[src/rtl/req_ack_sync_pkg.sv]
// Shared types and limits for the four-phase req/ack receive controller.
package req_ack_sync_pkg;

  typedef enum logic [1:0] {
    IDLE  = 2'd0,
    OFFER = 2'd1,
    ACK   = 2'd2
  } state_t;

  localparam int SYNC_STAGES_MIN = 2;

endpackage

[src/rtl/req_ack_sync_ctrl_sync_chain.sv]
// Single-bit N-flop synchronizer: latency STAGES clk edges, no backpressure.
// The first flop may go metastable; only the last flop is consumed downstream.
module sync_chain
  import req_ack_sync_pkg::*;
#(
  parameter int STAGES = 2
) (
  input  logic clk,
  input  logic reset_n,
  input  logic d,
  output logic q
);

  if (STAGES < SYNC_STAGES_MIN) begin : g_stages_check
    $error("sync_chain needs at least %0d stages", SYNC_STAGES_MIN);
  end

  logic [STAGES-1:0] sync_q;
  logic [STAGES-1:0] sync_d;

  always_comb begin
    sync_d = {sync_q[STAGES-2:0], d};
  end

  always_ff @(posedge clk or negedge reset_n) begin
    if (!reset_n) begin
      sync_q <= '0;
    end else begin
      sync_q <= sync_d;
    end
  end

  assign q = sync_q[STAGES-1];

endmodule

[src/rtl/req_ack_sync_ctrl.sv]
// Four-phase req/ack receiver: req synchronized, word offered SYNC_STAGES+1 edges after req is
// sampled, held on data_valid until data_ready; ack raised on accept. Optional REQ_ACK_TIMEOUT_EN.
module req_ack_sync_ctrl
  import req_ack_sync_pkg::*;
#(
  parameter int DATA_W      = 8,
  parameter int SYNC_STAGES = 2,
  parameter int TIMEOUT_CYC = 255
) (
  input  logic              clk,
  input  logic              reset_n,
  input  logic              req_async,
  input  logic [DATA_W-1:0] data_async,
  input  logic              data_ready,
  output logic              ack,
  output logic [DATA_W-1:0] data_out,
  output logic              data_valid,
  output logic              busy,
  output logic              err
);

  if (SYNC_STAGES < SYNC_STAGES_MIN || TIMEOUT_CYC < 1) begin : g_param_check
    $error("req_ack_sync_ctrl: illegal SYNC_STAGES or TIMEOUT_CYC");
  end

  logic req_sync;

  sync_chain #(
    .STAGES (SYNC_STAGES)
  ) u_req_sync (
    .clk     (clk),
    .reset_n (reset_n),
    .d       (req_async),
    .q       (req_sync)
  );

  state_t            state_q, state_d;
  logic [DATA_W-1:0] data_q, data_d;
  logic              ack_q, ack_d;
  logic              valid_q, valid_d;
  logic              busy_q, busy_d;

  // data_async is only looked at on the IDLE->OFFER edge, where the source holds it stable.
  always_comb begin
    state_d = state_q;
    data_d  = data_q;
    case (state_q)
      IDLE: begin
        if (req_sync) begin
          data_d  = data_async;
          state_d = OFFER;
        end
      end
      OFFER: begin
        if (data_ready) begin
          state_d = ACK;
        end
      end
      ACK: begin
        if (!req_sync) begin
          state_d = IDLE;
        end
      end
      default: state_d = IDLE;
    endcase
    ack_d   = (state_d == ACK);
    valid_d = (state_d == OFFER);
    busy_d  = (state_d != IDLE);
  end

  always_ff @(posedge clk or negedge reset_n) begin
    if (!reset_n) begin
      state_q <= IDLE;
      data_q  <= '0;
      ack_q   <= 1'b0;
      valid_q <= 1'b0;
      busy_q  <= 1'b0;
    end else begin
      state_q <= state_d;
      data_q  <= data_d;
      ack_q   <= ack_d;
      valid_q <= valid_d;
      busy_q  <= busy_d;
    end
  end

  assign ack        = ack_q;
  assign data_out   = data_q;
  assign data_valid = valid_q;
  assign busy       = busy_q;

`ifdef REQ_ACK_TIMEOUT_EN
  localparam int CNT_W = $clog2(TIMEOUT_CYC + 1);

  logic [CNT_W-1:0] cnt_q, cnt_d;
  logic             err_q, err_d;

  // Counter rests at zero outside ACK and saturates at the limit; the FSM keeps waiting.
  always_comb begin
    cnt_d = cnt_q;
    if (state_q != ACK) begin
      cnt_d = '0;
    end else if (cnt_q != CNT_W'(TIMEOUT_CYC)) begin
      cnt_d = cnt_q + 1'b1;
    end
    err_d = err_q | ((state_q == ACK) && (cnt_q == CNT_W'(TIMEOUT_CYC)));
  end

  always_ff @(posedge clk or negedge reset_n) begin
    if (!reset_n) begin
      cnt_q <= '0;
      err_q <= 1'b0;
    end else begin
      cnt_q <= cnt_d;
      err_q <= err_d;
    end
  end

  assign err = err_q;
`else
  assign err = 1'b0;
`endif

endmodule

[config.mk]
export PLATFORM = sky130hd
export DESIGN_NAME = req_ack_sync_ctrl
export DESIGN_NICKNAME = d
export VERILOG_FILES = /design/src/rtl/req_ack_sync_pkg.sv /design/src/rtl/req_ack_sync_ctrl_sync_chain.sv /design/src/rtl/req_ack_sync_ctrl.sv
export SDC_FILE = /design/constraint.sdc
export NUM_CORES = 1
export LEC_CHECK = 0
export BUFFER_PORTS_ARGS = -buffer_cell sky130_fd_sc_hd__buf_2
export CAP_MARGIN = 25
export CORE_AREA = 3 3 40 42
export CTS_CLUSTER_DIAMETER = 200
export CTS_CLUSTER_SIZE = 28
export DETAILED_ROUTE_END_ITERATION = 8
export DIE_AREA = 0 0 43 45
export GPL_TIMING_DRIVEN = 0
export PLACE_DENSITY = 0.79
export SLEW_MARGIN = 20
export SYNTH_ARGS = -nofsm -noshare
export SYNTH_HDL_FRONTEND = slang
export SYNTH_HIERARCHICAL = 1
export SYNTH_SLANG_ARGS = --single-unit
[constraint.sdc]
create_clock -name clk -period 2.5 [get_ports clk]
set_clock_uncertainty 0.05 [all_clocks]
set_input_delay 0.125 -clock clk [delete_from_list [all_inputs] [get_ports clk]]
set_output_delay 0.125 -clock clk [all_outputs]
set_load 0.02 [all_outputs]
==> impl_metrics.py, run 1 <==
metrics = {
    "run_status": {
        "status": "complete, no violations",
    },
    "final_layout": {
        "syn_to_final_growth_pct": 34.49,
        "drive_gt1_share_pct": 57.14,
        "finalNonFillerCells": 78,
        "fin_nets": 76,
        "stdcell_area_um2": 726.9,
        "insertedDiodeCount": 0,
    },
    "placement": {
        "dpl_worst_slack_ns": 1.035,
        "io_buffers": 22,
        "gp_congestion": 0.7807,
        "placed_area_um2": 669.4,
        "dp.cells": 71,
    },
    "worst_setup_path": {
        "reg2reg_depth": 2,
        "startpoint_type": "flop",
        "end_kind": "flop",
        "crit_fanout": 8,
        "cp_data_arrival_time_ns": 1.57,
        "required_ns": 2.62,
        "path_class": "reg2reg",
        "timing.rr.end": "data_out[3]",
        "r2r_slack_ns": 1.05,
        "reg2reg_from": "state_q[1]",
    },
    "sta": {
        "rsz0062_at_grt": "no",
        "finalSetupViolCount": 0,
        "max_freq_ghz": 0.6910,
        "finalHoldViolations": 0,
        "fin_crit_ns": 1.447,
        "setup_ws_ns": 1.053,
        "fin_crit_sh_pct": 57.89,
        "tns_ns": 0,
        "slew_violations": 0,
    },
    "power": {
        "p_per_area_nw_per_um2": 1248,
        "ir_worst_vdd_mv": 0.4852,
        "power_leakage_nw": 0.3514,
        "power_mw": 0.9075,
    },
    "floorplan": {
        "die_h_um": 45,
        "dieArea_um2": 1935,
        "fp-row-count": 13,
        "die_w_um": 43,
        "boundaryPins": 24,
        "start_util_pct": 42.06,
        "core_region_area_um2": 1285,
    },
    "run": {
        "max-cap-violations": 0,
    },
    "synthesis": {
        "synth_edf_count": 0,
        "yosys-top-cells-area": "dfrtp_1, mux2_2, nor3b_4",
        "synth_top_area_share_pct": 69.44,
        "syn-num-nets": 46,
        "synth_area_um2": 540.5,
        "yosysSeqAreaShare_pct": 69.44,
        "synth_cell_types": 11,
        "syn_inst": 34,
        "synth_flop_cell": "dfrtp_1",
        "async_reset_ff_share_pct": 100.0,
        "synth_top_cell_by_area": "dfrtp_1",
        "syn_avg_cell_area_um2": 15.90,
        "ys_warn_count": 6,
        "ys_ff_latch": 15,
        "yosysMostFrequentCell": "dfrtp_1",
        "synth_common_cells": "dfrtp_1, mux2_2, a211oi_1, o21ai_0",
    },
    "detailed_routing": {
        "wl_per_cell_um": 10.67,
        "drt_iter0_drc": 0,
        "firstDrtPassIters": 1,
        "antenna_left": 0,
        "routed_via_density": 4.679,
        "routed_wirelength_um": 832,
        "routed-via-count": 365,
        "drc": 0,
    },
    "grt": {
        "overflow": 0,
        "grt.total_usage_pct": 10.49,
        "grt_max_degree": 16,
        "grt_pass1_wl_um": 1386,
        "grt_pass1_vias": 325,
        "antenna_found_initial": 0,
    },
    "worst_hold_path": {
        "min_to": "data_out[4]",
        "hold_class": "in2reg",
        "holdPathStages": 2,
        "min-delay-start": "data_async[4]",
    },
    "cts": {
        "htreeDepth": 1,
        "clockBufferDepth": 2,
        "path_clk_slew_ns": 0.08,
        "cts_root_buf": "clkbuf_4",
        "cts_buffers": 3,
        "cts_sinks": 15,
        "cts_tree": "built",
        "clock_latency_ns": 0.28,
    },
}
## per-stage QoR
step           utilization [%]  hold slack (ns)
2_1_floorplan                -          -0.2206
3_3_place_gp             52.09         -0.01350
3_5_place_dp             52.09         -0.01278
4_1_cts                  56.57          0.01067
5_1_grt                  56.57         0.001094
6_report                 56.57          0.02552
## report_power, final
group / switching (mW) / internal, mW
logic: 0.203 / 0.161
registers: 0.0647 / 0.348
clock network: 0.0720 / 0.0593
## state kept, by name, indices dropped and copies added, names as in the netlist
signal and flops:
ack 1, busy 1, data_out 8, data_valid 1, state_q 2, u_req_sync/sync_q 2
## worst max path at each step
stage,startpoint,end,slack (ns),cells past startpoint
2_1_floorplan,state_q[1],data_out[0],1.17,2
3_3_place_gp,state_q[1],data_out[1],1.06,2
3_5_place_dp,state_q[1],data_out[3],1.03,2
4_1_cts,state_q[1],data_out[5],1.01,2
5_1_grt,state_q[1],data_out[2],0.95,2
6_report,state_q[1],data_out[3],1.05,2
## placed cells by master (no fill, tap or decap), drive strengths merged
cell,instances
buf,23
dfrtp,15
mux2,8
clkbuf,3
dlygate4sd3,3
o21ai,2
a211oi,2
nand2,1
nand3b,1
nor2,1
a21oi,1
nor3b,1
conb,1
clkinv,1
## critical path, cell delays in order, from the launching register on
cell and delay, ns:
dfrtp_1 0.47, nor3b_4 0.43, mux2_2 0.39
## final cells by class
type	instances	area, µm²
Fill cell	112	558.0
Sequential cell	15	375.4
Multi-Input combinational cell	18	157.7
Timing Repair Buffer	25	140.1
Clock buffer	3	22.52
Tap cell	15	18.77
Buffer	1	7.507
Clock inverter	1	5.005
## cells by family after synthesis
| kind of cell | Yosys count | share of synthesized area (%) |
|---|---|---|
| flip-flops | 15 | 69.44 |
| buffers and inverters | 1 | 1.389 |
| AND/OR/NAND/NOR | 4 | 6.250 |
| multiplexers | 8 | 16.67 |
| AO/OA/AOI/OAI | 5 | 5.554 |
| other | 1 | 0.6938 |
## repair_timing
| action | 4_1_cts | 5_1_grt |
|---|---|---|
| gates resized for setup | 0 | 0 |
| endpoints found under the hold margin | 18 | 0 |
| hold buffers | 3 | 0 |
| endpoints found under the setup margin | 0 | 0 |
| setup buffers | 0 | 0 |
## metal layers
layer | wire, µm | share of wire, % | global-route usage [%] | vias up
li1 | - | - | - | 176
met1 | 328 | 39 | 11.37 | 169
met2 | 380 | 46 | 16.17 | 18
met3 | 101 | 12 | 5.179 | 2
met4 | 22 | 2.6 | 7.229 | 0
met5 | 0 | 0 | 0 | -
(Power assumes the default switching activity.)
==> inputs of run 2 (changes only) <==
==> constraint.sdc (replaced) <==
create_clock -name clk -period 1.4 [get_ports clk]
set_clock_uncertainty 0.05 [all_clocks]
set_input_delay 0.07 -clock clk [delete_from_list [all_inputs] [get_ports clk]]
set_output_delay 0.07 -clock clk [all_outputs]
set_load 0.02 [all_outputs]
==> run 2 against run 1 <==
Net effect:
- routed wire length is 20% higher
- clock-buffer cell count stayed put
- first-iteration DRC count stayed put
- cell area is 13% higher
- fmax is 7.8% higher
- register-to-register slack worse by 0.99 ns
==> impl_metrics.py, run 2 (same netlist as run 1, synthesis figures left out) <==
metrics = {
    "worst_setup_path": {
        "critPathMaxStageDelay_ns": 0.46,
        "cp_data_arrival_time_ns": 1.46,
        "crit_buf_inv": 1,
        "end_kind": "flop",
        "required_ns": 1.52,
        "crit_fanout": 7,
        "startpoint_type": "flop",
        "path_class": "reg2reg",
        "crit_path_cell_trace": "nor3b_4 > buf_4 > mux2_2",
        "crit_family": "flip-flops",
        "crit_slowest_cell": "dfrtp_2",
    },
    "floorplan": {
        "dieArea_um2": 1935,
        "die_h_um": 45,
        "die_w_um": 43,
        "core_region_area_um2": 1285,
        "start_util_pct": 42.06,
        "boundaryPins": 24,
        "fp-row-count": 13,
    },
    "power": {
        "combPwrFrac_pct": 41.5,
        "ir_worst_vdd_mv": 0.9496,
        "swShare_pct": 37.43,
        "clkPwrFrac_pct": 14.1,
        "power_leakage_nw": 0.3928,
        "power_frac_seq_pct": 44.3,
        "power_mw": 1.694,
        "p_per_area_nw_per_um2": 2055,
        "p_int_mw": 1.060,
        "p_switching_mw": 0.6342,
    },
    "grt": {
        "overflow": 0,
        "grt_pass1_vias": 391,
        "grt_pass1_wl_um": 1662,
        "antenna_found_initial": 0,
        "grt_max_degree": 16,
        "grt.total_usage_pct": 12.11,
    },
    "detailed_routing": {
        "routed_via_density": 4.534,
        "firstDrtPassIters": 1,
        "antenna_left": 0,
        "drc": 0,
        "drt_iter0_drc": 0,
        "routed-via-count": 399,
        "routed_wirelength_um": 1001,
        "wl_per_cell_um": 11.38,
    },
    "final_layout": {
        "stdcell_area_um2": 824.5,
        "syn_to_final_growth_pct": 52.55,
        "largest_reg_flops": 8,
        "drive_gt1_share_pct": 54.79,
        "insertedDiodeCount": 0,
        "final_cell_mix": "buf_2, dfrtp_1, dlygate4sd3_1, mux2_2",
        "fin_nets": 86,
        "final_common_cell": "buf_2",
    },
    "sta": {
        "fin_crit_sh_pct": 95.86,
        "finalHoldViolations": 0,
        "fin_crit_ns": 1.342,
        "slew_violations": 0,
        "tns_ns": 0,
        "max_freq_ghz": 0.7451,
        "rsz0062_at_grt": "no",
        "finalSetupViolCount": 0,
        "setup_ws_ns": 0.05792,
    },
    "cts": {
        "cts_root_buf": "clkbuf_4",
        "cts_sinks": 15,
        "clock_latency_ns": 0.28,
        "clockBufferDepth": 2,
        "cts_tree": "built",
        "cts_buffers": 3,
        "htreeDepth": 1,
        "path_clk_slew_ns": 0.09,
    },
    "placement": {
        "placed_area_um2": 669.4,
        "gp_congestion": 0.7807,
        "dpl_worst_slack_ns": -0.06503,
        "io_buffers": 22,
    },
    "worst_hold_path": {
        "hold_class": "in2async",
    },
    "run_status": {
        "status": "complete, no violations",
    },
    "run": {
        "max-cap-violations": 0,
    },
}
-- run 2: cell count changes in the layout (fill, tap and decap cells not counted), sizes merged --
cell,change
buf,+2
dlygate4sd3,+8
-- run 2: layout make-up --
cell class                 instances  area [µm²]
fill                             102       460.4
sequential                        15       377.9
timing repair buffer              35       235.2
multi-input combinational         18       157.7
clock buffer                       3       22.52
tap                               15       18.77
buffer                             1       7.507
clock inverter                     1       5.005
-- run 2: final timing paths --
kind,start,endpoint,slack (ns),depth (start not counted)
worst max-delay path,state_q[0],data_out[3],0.06,3
worst min-delay path,reset_n,data_out[4],0.17,2
worst max register to register,state_q[0],data_out[3],0.06,3
worst min register to register,u_req_sync/sync_q[0],u_req_sync/sync_q[1],0.30,0
max in group asynchronous,reset_n,state_q[0],0.87,2
min in group clk,u_req_sync/sync_q[0],u_req_sync/sync_q[1],0.30,0
-- run 2: per-layer routing --
layer	vias up	track usage (%)	wire [µm]
li1	196	-	-
met1	183	12.66	387
met2	18	20.66	504
met3	2	4.781	86
met4	0	7.229	22
met5	-	0	0
-- run 2: stage by stage --
step | utilization (%) | hold WS (ns) | instances
2_1_floorplan | - | -0.2756 | 34
3_3_place_gp | 52.09 | -0.06850 | 71
3_5_place_dp | 52.09 | -0.06778 | 71
4_1_cts | 63.97 | 0.1639 | 88
5_1_grt | 64.17 | 0.1818 | 88
6_report | 64.17 | 0.1675 | 88
-- run 2: power groups by stage --
stage          registers [mW]  logic, mW  clock network (mW)
4_1_cts                 0.740      0.709               0.251
6_report                0.751      0.704               0.239
5_1_grt                 0.780      0.759               0.280
3_3_place_gp            0.736      0.646                   0
2_1_floorplan           0.950      0.226                   0
3_5_place_dp            0.749      0.659                   0
-- run 2: worst reg2reg max path: stages (launching register included) --
cell	delay, ns
dfrtp_2	0.46
nor3b_4	0.21
buf_4	0.18
mux2_2	0.34
-- run 2: what timing repair did --
item,in CTS,in global routing
setup buffers,2,0
hold endpoints to repair,26,0
resized for setup,0,2
pin swaps,1,0
endpoints found under the setup margin,8,6
hold buffers,11,0
